--- src/rtl/inst_fetcher.sv ---
// Instruction fetcher: fetch PC plus a direct-mapped, one-word-per-line I-cache.
// Misses are issued as word reads to the memory controller and held until done.
module inst_fetcher #(
    parameter logic [31:0] RESET_PC     = 32'h0000_0000,
    parameter int          ICACHE_IDX_W = 6
) (
    input  logic        clk,
    input  logic        rst,
    input  logic        rdy,
    output logic        oMEM_en,
    output logic [31:0] oMEM_addr,
    input  logic        iMEM_done,
    input  logic [31:0] iMEM_inst,
    input  logic        iStall,
    input  logic        iJump_en,
    input  logic [31:0] iJump_pc,
    output logic        oInst_valid,
    output logic [31:0] oInst,
    output logic [31:0] oPC
);
    localparam int LINES = 1 << ICACHE_IDX_W;
    localparam int TAG_W = 30 - ICACHE_IDX_W;

    typedef enum logic {S_LOOKUP, S_WAIT} state_e;

    state_e                   state_q;
    logic [31:0]              pc_q;
    logic                     mem_en_q;
    logic [31:0]              mem_addr_q;
    logic                     inst_valid_q;
    logic [31:0]              inst_q;
    logic [31:0]              opc_q;

    logic [LINES-1:0]         valid_q;
    logic [TAG_W-1:0]         tag_q  [LINES];
    logic [31:0]              data_q [LINES];

    logic [ICACHE_IDX_W-1:0]  idx;
    logic [TAG_W-1:0]         tag;
    logic                     hit;
    logic [ICACHE_IDX_W-1:0]  fill_idx;
    logic [TAG_W-1:0]         fill_tag;
    logic                     fill_we;

    assign idx      = pc_q[ICACHE_IDX_W+1:2];
    assign tag      = pc_q[31:ICACHE_IDX_W+2];
    assign hit      = valid_q[idx] && (tag_q[idx] == tag);

    // The fill is keyed by the latched request address, so a redirect taken
    // while waiting still caches the returned word under its own address.
    assign fill_idx = mem_addr_q[ICACHE_IDX_W+1:2];
    assign fill_tag = mem_addr_q[31:ICACHE_IDX_W+2];
    assign fill_we  = !rst && rdy && (state_q == S_WAIT) && iMEM_done;

    always_ff @(posedge clk) begin
        if (fill_we) begin
            tag_q[fill_idx]  <= fill_tag;
            data_q[fill_idx] <= iMEM_inst;
        end
    end

    always_ff @(posedge clk) begin
        if (rst) begin
            pc_q         <= RESET_PC;
            valid_q      <= '0;
            state_q      <= S_LOOKUP;
            mem_en_q     <= 1'b0;
            mem_addr_q   <= '0;
            inst_valid_q <= 1'b0;
            inst_q       <= '0;
            opc_q        <= '0;
        end else if (rdy) begin
            case (state_q)
                S_LOOKUP: begin
                    if (iJump_en) begin
                        pc_q         <= iJump_pc;
                        inst_valid_q <= 1'b0;
                    end else if (hit && !iStall) begin
                        inst_valid_q <= 1'b1;
                        inst_q       <= data_q[idx];
                        opc_q        <= pc_q;
                        pc_q         <= pc_q + 32'd4;
                    end else if (hit) begin
                        inst_valid_q <= 1'b0;
                    end else begin
                        // Stall does not hold back the miss: prefetch the current PC.
                        inst_valid_q <= 1'b0;
                        mem_en_q     <= 1'b1;
                        mem_addr_q   <= {pc_q[31:2], 2'b00};
                        state_q      <= S_WAIT;
                    end
                end
                S_WAIT: begin
                    inst_valid_q <= 1'b0;
                    if (iJump_en)
                        pc_q <= iJump_pc;
                    if (iMEM_done) begin
                        valid_q[fill_idx] <= 1'b1;
                        mem_en_q          <= 1'b0;
                        state_q           <= S_LOOKUP;
                    end
                end
                default: state_q <= S_LOOKUP;
            endcase
        end
    end

    assign oMEM_en     = mem_en_q;
    assign oMEM_addr   = mem_addr_q;
    assign oInst_valid = inst_valid_q;
    assign oInst       = inst_q;
    assign oPC         = opc_q;
endmodule

--- config.mk ---
export PLATFORM = sky130hd
export DESIGN_NAME = inst_fetcher
export DESIGN_NICKNAME = d
export VERILOG_FILES = /design/src/rtl/inst_fetcher.sv
export SDC_FILE = /design/constraint.sdc
export NUM_CORES = 2
export LEC_CHECK = 0
export ABC_CLOCK_PERIOD_IN_PS = 10500
export BUFFER_PORTS_ARGS = -buffer_cell sky130_fd_sc_hd__buf_2
export CAP_MARGIN = 20
export CORE_MARGIN = 2
export CORE_UTILIZATION = 55
export DETAILED_ROUTE_END_ITERATION = 8
export MAX_ROUTING_LAYER = met4
export PLACE_DENSITY_LB_ADDON = 0.2
export REMOVE_ABC_BUFFERS = 1
export SKIP_CTS_REPAIR_TIMING = 1
export SKIP_LAST_GASP = 1
export SYNTH_ARGS = -nofsm -noshare
export SYNTH_HDL_FRONTEND = slang
export SYNTH_SLANG_ARGS = --single-unit
--- constraint.sdc ---
create_clock -name clk -period 10.5 [get_ports clk]
set_input_delay 1.05 -clock clk [delete_from_list [all_inputs] [get_ports clk]]
set_output_delay 1.05 -clock clk [all_outputs]
set_load 0.01 [all_outputs]
==> impl_metrics.prom <==
# TYPE chip_impl_metric gauge
chip_impl_info{name="cts_tree",value="done"} 1
chip_impl_metric{name="via_count",unit=""} 75000
chip_impl_metric{name="initial_antenna_violation_count",unit=""} 21
chip_impl_metric{name="cts.path.max_buffers",unit=""} 4
chip_impl_info{name="most_used_standard_cell_by_instance_count_after_synthesis",value="sky130_fd_sc_hd__edfxtp_1"} 1
chip_impl_metric{name="synth_simple_gate_area_share",unit="%"} 1.77
chip_impl_metric{name="synth-edff-count",unit=""} 3584
chip_impl_metric{name="grt_max_degree",unit=""} 147
chip_impl_metric{name="total_switching_power",unit="µW"} 6550
chip_impl_metric{name="timing.final.hold_violations",unit=""} 0
chip_impl_metric{name="slew_headroom",unit="%"} 15.8
chip_impl_metric{name="h-tree-depth",unit=""} 5
chip_impl_metric{name="num_rows",unit=""} 188
chip_impl_metric{name="power_leakage",unit="µW"} 0.0484
chip_impl_metric{name="ant_nets",unit=""} 0
chip_impl_metric{name="drc_errors",unit=""} 1
chip_impl_metric{name="routed_wl",unit="mm"} 426
chip_impl_metric{name="detail_route.vias_per_cell",unit=""} 7.01
chip_impl_metric{name="synth_warnings",unit=""} 0
chip_impl_info{name="slowest_stage",value="sky130_fd_sc_hd__buf_4"} 1
chip_impl_metric{name="synth.mux.area_fraction",unit="%"} 17.6
chip_impl_metric{name="globalRoute.totalOverflow",unit=""} 0
chip_impl_info{name="crit_chain",value="buf_4 -> buf_4 -> mux4_2 -> a22o_1 -> a221oi_1 -> a2111oi_0 -> a311oi_1 -> xnor2_1 -> nor4_1 -> and4_4 -> buf_4 -> a31oi_4 -> buf_4 -> mux2i_1"} 1
chip_impl_metric{name="worst_slew_pin_slew",unit="ns"} 1.26
chip_impl_metric{name="cts_made_buffers",unit=""} 376
chip_impl_metric{name="fin_nets",unit=""} 6939
chip_impl_metric{name="synth_top_area_share",unit="%"} 74.2
chip_impl_metric{name="synth.yosys.seq_area_share",unit="%"} 77.0
chip_impl_info{name="status",value="finished, violations left"} 1
chip_impl_metric{name="synth.cell_area",unit="µm²"} 145000
chip_impl_metric{name="globalplace.congestion",unit=""} 0.889
chip_impl_metric{name="grt_usage",unit="%"} 32.5
chip_impl_metric{name="die_area",unit="µm²"} 268000
chip_impl_metric{name="path_clk_slew",unit="ns"} 0.06
chip_impl_info{name="timing.hold.worst.class",value="primary input to flop"} 1
chip_impl_info{name="ctsRootBufferMaster",value="sky130_fd_sc_hd__clkbuf_16"} 1
chip_impl_metric{name="fin_crit_share",unit="%"} 68.0
chip_impl_metric{name="clk_latency",unit="ns"} 0.98
chip_impl_info{name="failing_checks",value="DRC"} 1
chip_impl_metric{name="internal-power",unit="µW"} 24600
chip_impl_metric{name="synth-adder-area-share",unit="%"} 0.00863
chip_impl_metric{name="period_minus_slack",unit="ns"} 7.13
chip_impl_metric{name="fmax",unit="MHz"} 140
chip_impl_info{name="synth_top_cells_by_area",value="sky130_fd_sc_hd__edfxtp_1, sky130_fd_sc_hd__mux4_2, sky130_fd_sc_hd__dfxtp_1, sky130_fd_sc_hd__mux2i_1, sky130_fd_sc_hd__clkbuf_1"} 1
chip_impl_metric{name="power.combinational.fraction",unit="%"} 3.9
chip_impl_metric{name="fp.dieW",unit="µm"} 518
chip_impl_metric{name="grt_pass1_wl",unit="mm"} 586
chip_impl_metric{name="power_density",unit="nW/µm²"} 191
chip_impl_metric{name="routedWlPerCell",unit="µm"} 39.7
chip_impl_metric{name="synthArstFlopShare",unit="%"} 0
chip_impl_metric{name="detail_route.first_pass.iterations",unit=""} 8
chip_impl_info{name="synth_top_family_by_area",value="multiplexers"} 1
chip_impl_metric{name="core_region_area",unit="µm²"} 262000
chip_impl_metric{name="crit_fanout",unit=""} 65
chip_impl_metric{name="switching_portion_of_total_power",unit="%"} 21.0
chip_impl_metric{name="netlist_instances",unit=""} 6494
chip_impl_metric{name="die_height",unit="µm"} 518
chip_impl_metric{name="reg2reg_setup_slack",unit="ns"} 3.37
chip_impl_metric{name="pwr-share-clk",unit="%"} 43.2
chip_impl_metric{name="cts.sinks",unit=""} 3783
chip_impl_metric{name="critical_path.max_stage_delay",unit="ns"} 0.86
chip_impl_metric{name="cp_required",unit="ns"} 11.32
chip_impl_metric{name="netlist-cell-type-count",unit=""} 67
chip_impl_metric{name="detailedRoute.firstIterationViolations",unit=""} 13000
chip_impl_info{name="synth_top_cells_by_count",value="sky130_fd_sc_hd__edfxtp_1, sky130_fd_sc_hd__mux4_2, sky130_fd_sc_hd__clkbuf_1"} 1
chip_impl_metric{name="finalSetupViolations",unit=""} 0
chip_impl_info{name="critical_path.startpoint_type",value="flop"} 1
chip_impl_metric{name="totalPowerFinal",unit="µW"} 31100
chip_impl_metric{name="place.port_buffers",unit=""} 165
chip_impl_metric{name="worstPathArrival",unit="ns"} 7.96
chip_impl_metric{name="power.ir.vdd_worst",unit="µV"} 157
chip_impl_metric{name="finClkSkew",unit="ns"} 0.0612
chip_impl_metric{name="synth.ff_latch_count",unit=""} 3783
chip_impl_info{name="synth_flop_cell",value="sky130_fd_sc_hd__edfxtp_1"} 1
chip_impl_metric{name="ios",unit=""} 168
chip_impl_metric{name="dp_hpwl",unit="mm"} 223
chip_impl_metric{name="initial_core_util",unit="%"} 55.3
chip_impl_info{name="synthDominantAreaCellType",value="sky130_fd_sc_hd__edfxtp_1"} 1
chip_impl_metric{name="slew_viol_final",unit=""} 0
chip_impl_info{name="timing_worst_setup_path_type",value="flop to flop"} 1
chip_impl_metric{name="flow.area_growth_from_synthesis",unit="%"} 12.6
chip_impl_metric{name="drive_above_1_share",unit="%"} 29.5
chip_impl_metric{name="finalHoldWorstSlack",unit="ns"} 0.375
chip_impl_metric{name="postSynthAreaPerCell",unit="µm²"} 22.3
chip_impl_metric{name="number_of_maximum_capacitance_violations",unit=""} 0
chip_impl_info{name="setup_repair_after_global_routing_missed_its_margin",value="false"} 1
chip_impl_metric{name="synthXorXnorAreaFrac",unit="%"} 0.151
chip_impl_metric{name="fillCellCount",unit=""} 17600
chip_impl_metric{name="p_seq_share",unit="%"} 52.9
chip_impl_info{name="cpMostUsedCell",value="sky130_fd_sc_hd__buf_4"} 1
chip_impl_info{name="critical_path.endpoint_type",value="flop"} 1
chip_impl_metric{name="synth-compound-area-share",unit="%"} 2.21
chip_impl_metric{name="first_global_vias",unit=""} 72300
[routing by layer]
| metal | up-vias | track usage, % | wire [µm] |
|---|---|---|---|
| met4 | 0 | 13.1 | 21000 |
| met5 | - | - | 0 |
| met2 | 5502 | 48.6 | 200000 |
| met1 | 40300 | 44.9 | 155000 |
| li1 | 28300 | - | - |
| met3 | 947 | 6.10 | 49700 |
[placed cells by master (no fill, tap or decap), types with 13 or more instances in the layout]
master and n:
sky130_fd_sc_hd__mux2_2 13, sky130_fd_sc_hd__mux4_2 1048, sky130_fd_sc_hd__diode_2 13, sky130_fd_sc_hd__a221oi_1 15, sky130_fd_sc_hd__buf_2 164, sky130_fd_sc_hd__bufinv_16 35, sky130_fd_sc_hd__clkbuf_8 18, sky130_fd_sc_hd__dfxtp_1 164
sky130_fd_sc_hd__o31ai_1 35, sky130_fd_sc_hd__clkbuf_16 379, sky130_fd_sc_hd__o22ai_1 34, sky130_fd_sc_hd__a22oi_1 51, sky130_fd_sc_hd__edfxtp_1 3584, sky130_fd_sc_hd__a21o_1 64, sky130_fd_sc_hd__nand3_1 103, sky130_fd_sc_hd__buf_12 17
sky130_fd_sc_hd__a211oi_1 13, sky130_fd_sc_hd__xnor2_1 15, sky130_fd_sc_hd__clkinv_2 66, sky130_fd_sc_hd__nor2_4 64, sky130_fd_sc_hd__clkbuf_1 68, sky130_fd_sc_hd__mux2i_1 182, sky130_fd_sc_hd__nor4_1 19, sky130_fd_sc_hd__clkinv_1 85
sky130_fd_sc_hd__a21oi_1 113, sky130_fd_sc_hd__dfxtp_2 24, sky130_fd_sc_hd__o21ai_0 81, sky130_fd_sc_hd__nor2b_1 19, sky130_fd_sc_hd__nor3_1 24, sky130_fd_sc_hd__nand2_1 196, sky130_fd_sc_hd__nor2_1 51, sky130_fd_sc_hd__buf_4 203
[final cells by class]
class	instances	area, µm²	area share [%]
sequential	3783	112000	68.4
multi-input combinational	2307	32100	19.7
clock buffer	465	9990	6.11
tap	3515	4400	2.69
timing repair buffer	390	2800	1.72
clock inverter	226	2290	1.40
inverter	10	40.0	0.0245
antenna	13	32.5	0.0199
[registers in the layout, indices dropped and copies added (netlist names), named ones only]
name / flops
oMEM_en: 1
oInst_valid: 1
tag_q: 1536
oInst: 32
data_q: 2048
valid_q: 64
pc_q: 32
oPC: 32
state_q: 1
oMEM_addr: 30
[path summary, 6_finish.rpt]
path                    to  depth (start not counted)   startpoint
max          oMEM_addr[16]                         14         flop
min                pc_q[1]                          3  iJump_pc[1]
max reg2reg  oMEM_addr[16]                         14         flop
min reg2reg     valid_q[6]                          1   valid_q[6]
[cell families (layout without fill, tap and decap cells)]
kind of cell    Yosys count  after routing
other cells               1             15
compound gates          486            486
xor+xnor                 25             25
buf+inv                 405           1091
fa+ha+maj                 1              1
simple gates            550            550
flops                  3783           3783
mux                    1243           1243
[through the flow]
step	util, %	setup slack [ns]	TNS (ns)	cells	instance area, µm²
finish	62.3	3.37	0	10700	163000
global route	62.3	3.33	0	10700	163000
CTS	62.2	3.49	0	10700	163000
detailed placement	57.5	3.57	0	9994	151000
global placement	57.5	3.64	0	9990	151000
floorplan	-	-16.37	-2108.24	6100	143000
[worst max-delay path: cells and delay by family, from the launching register on]
kind	cells	cell delay [ns]
AOI/OAI and AO/OA	5	1.86
xor gates and xnor gates	1	0.13
buffers and inverters	4	2.64
DFF	1	0.83
muxes	2	0.56
and+or+nand+nor	2	0.78
[power by group through the flow]
stage / registers [µW] / clock network (µW) / logic, µW
after floorplan: 16900 / 0 / 1190
after detailed placement: 16800 / 0 / 1220
final: 16500 / 13500 / 1230
after global placement: 16800 / 0 / 1210
after CTS: 16500 / 13600 / 1220
after global routing: 16500 / 14100 / 1290
(Power assumes the default switching activity.)
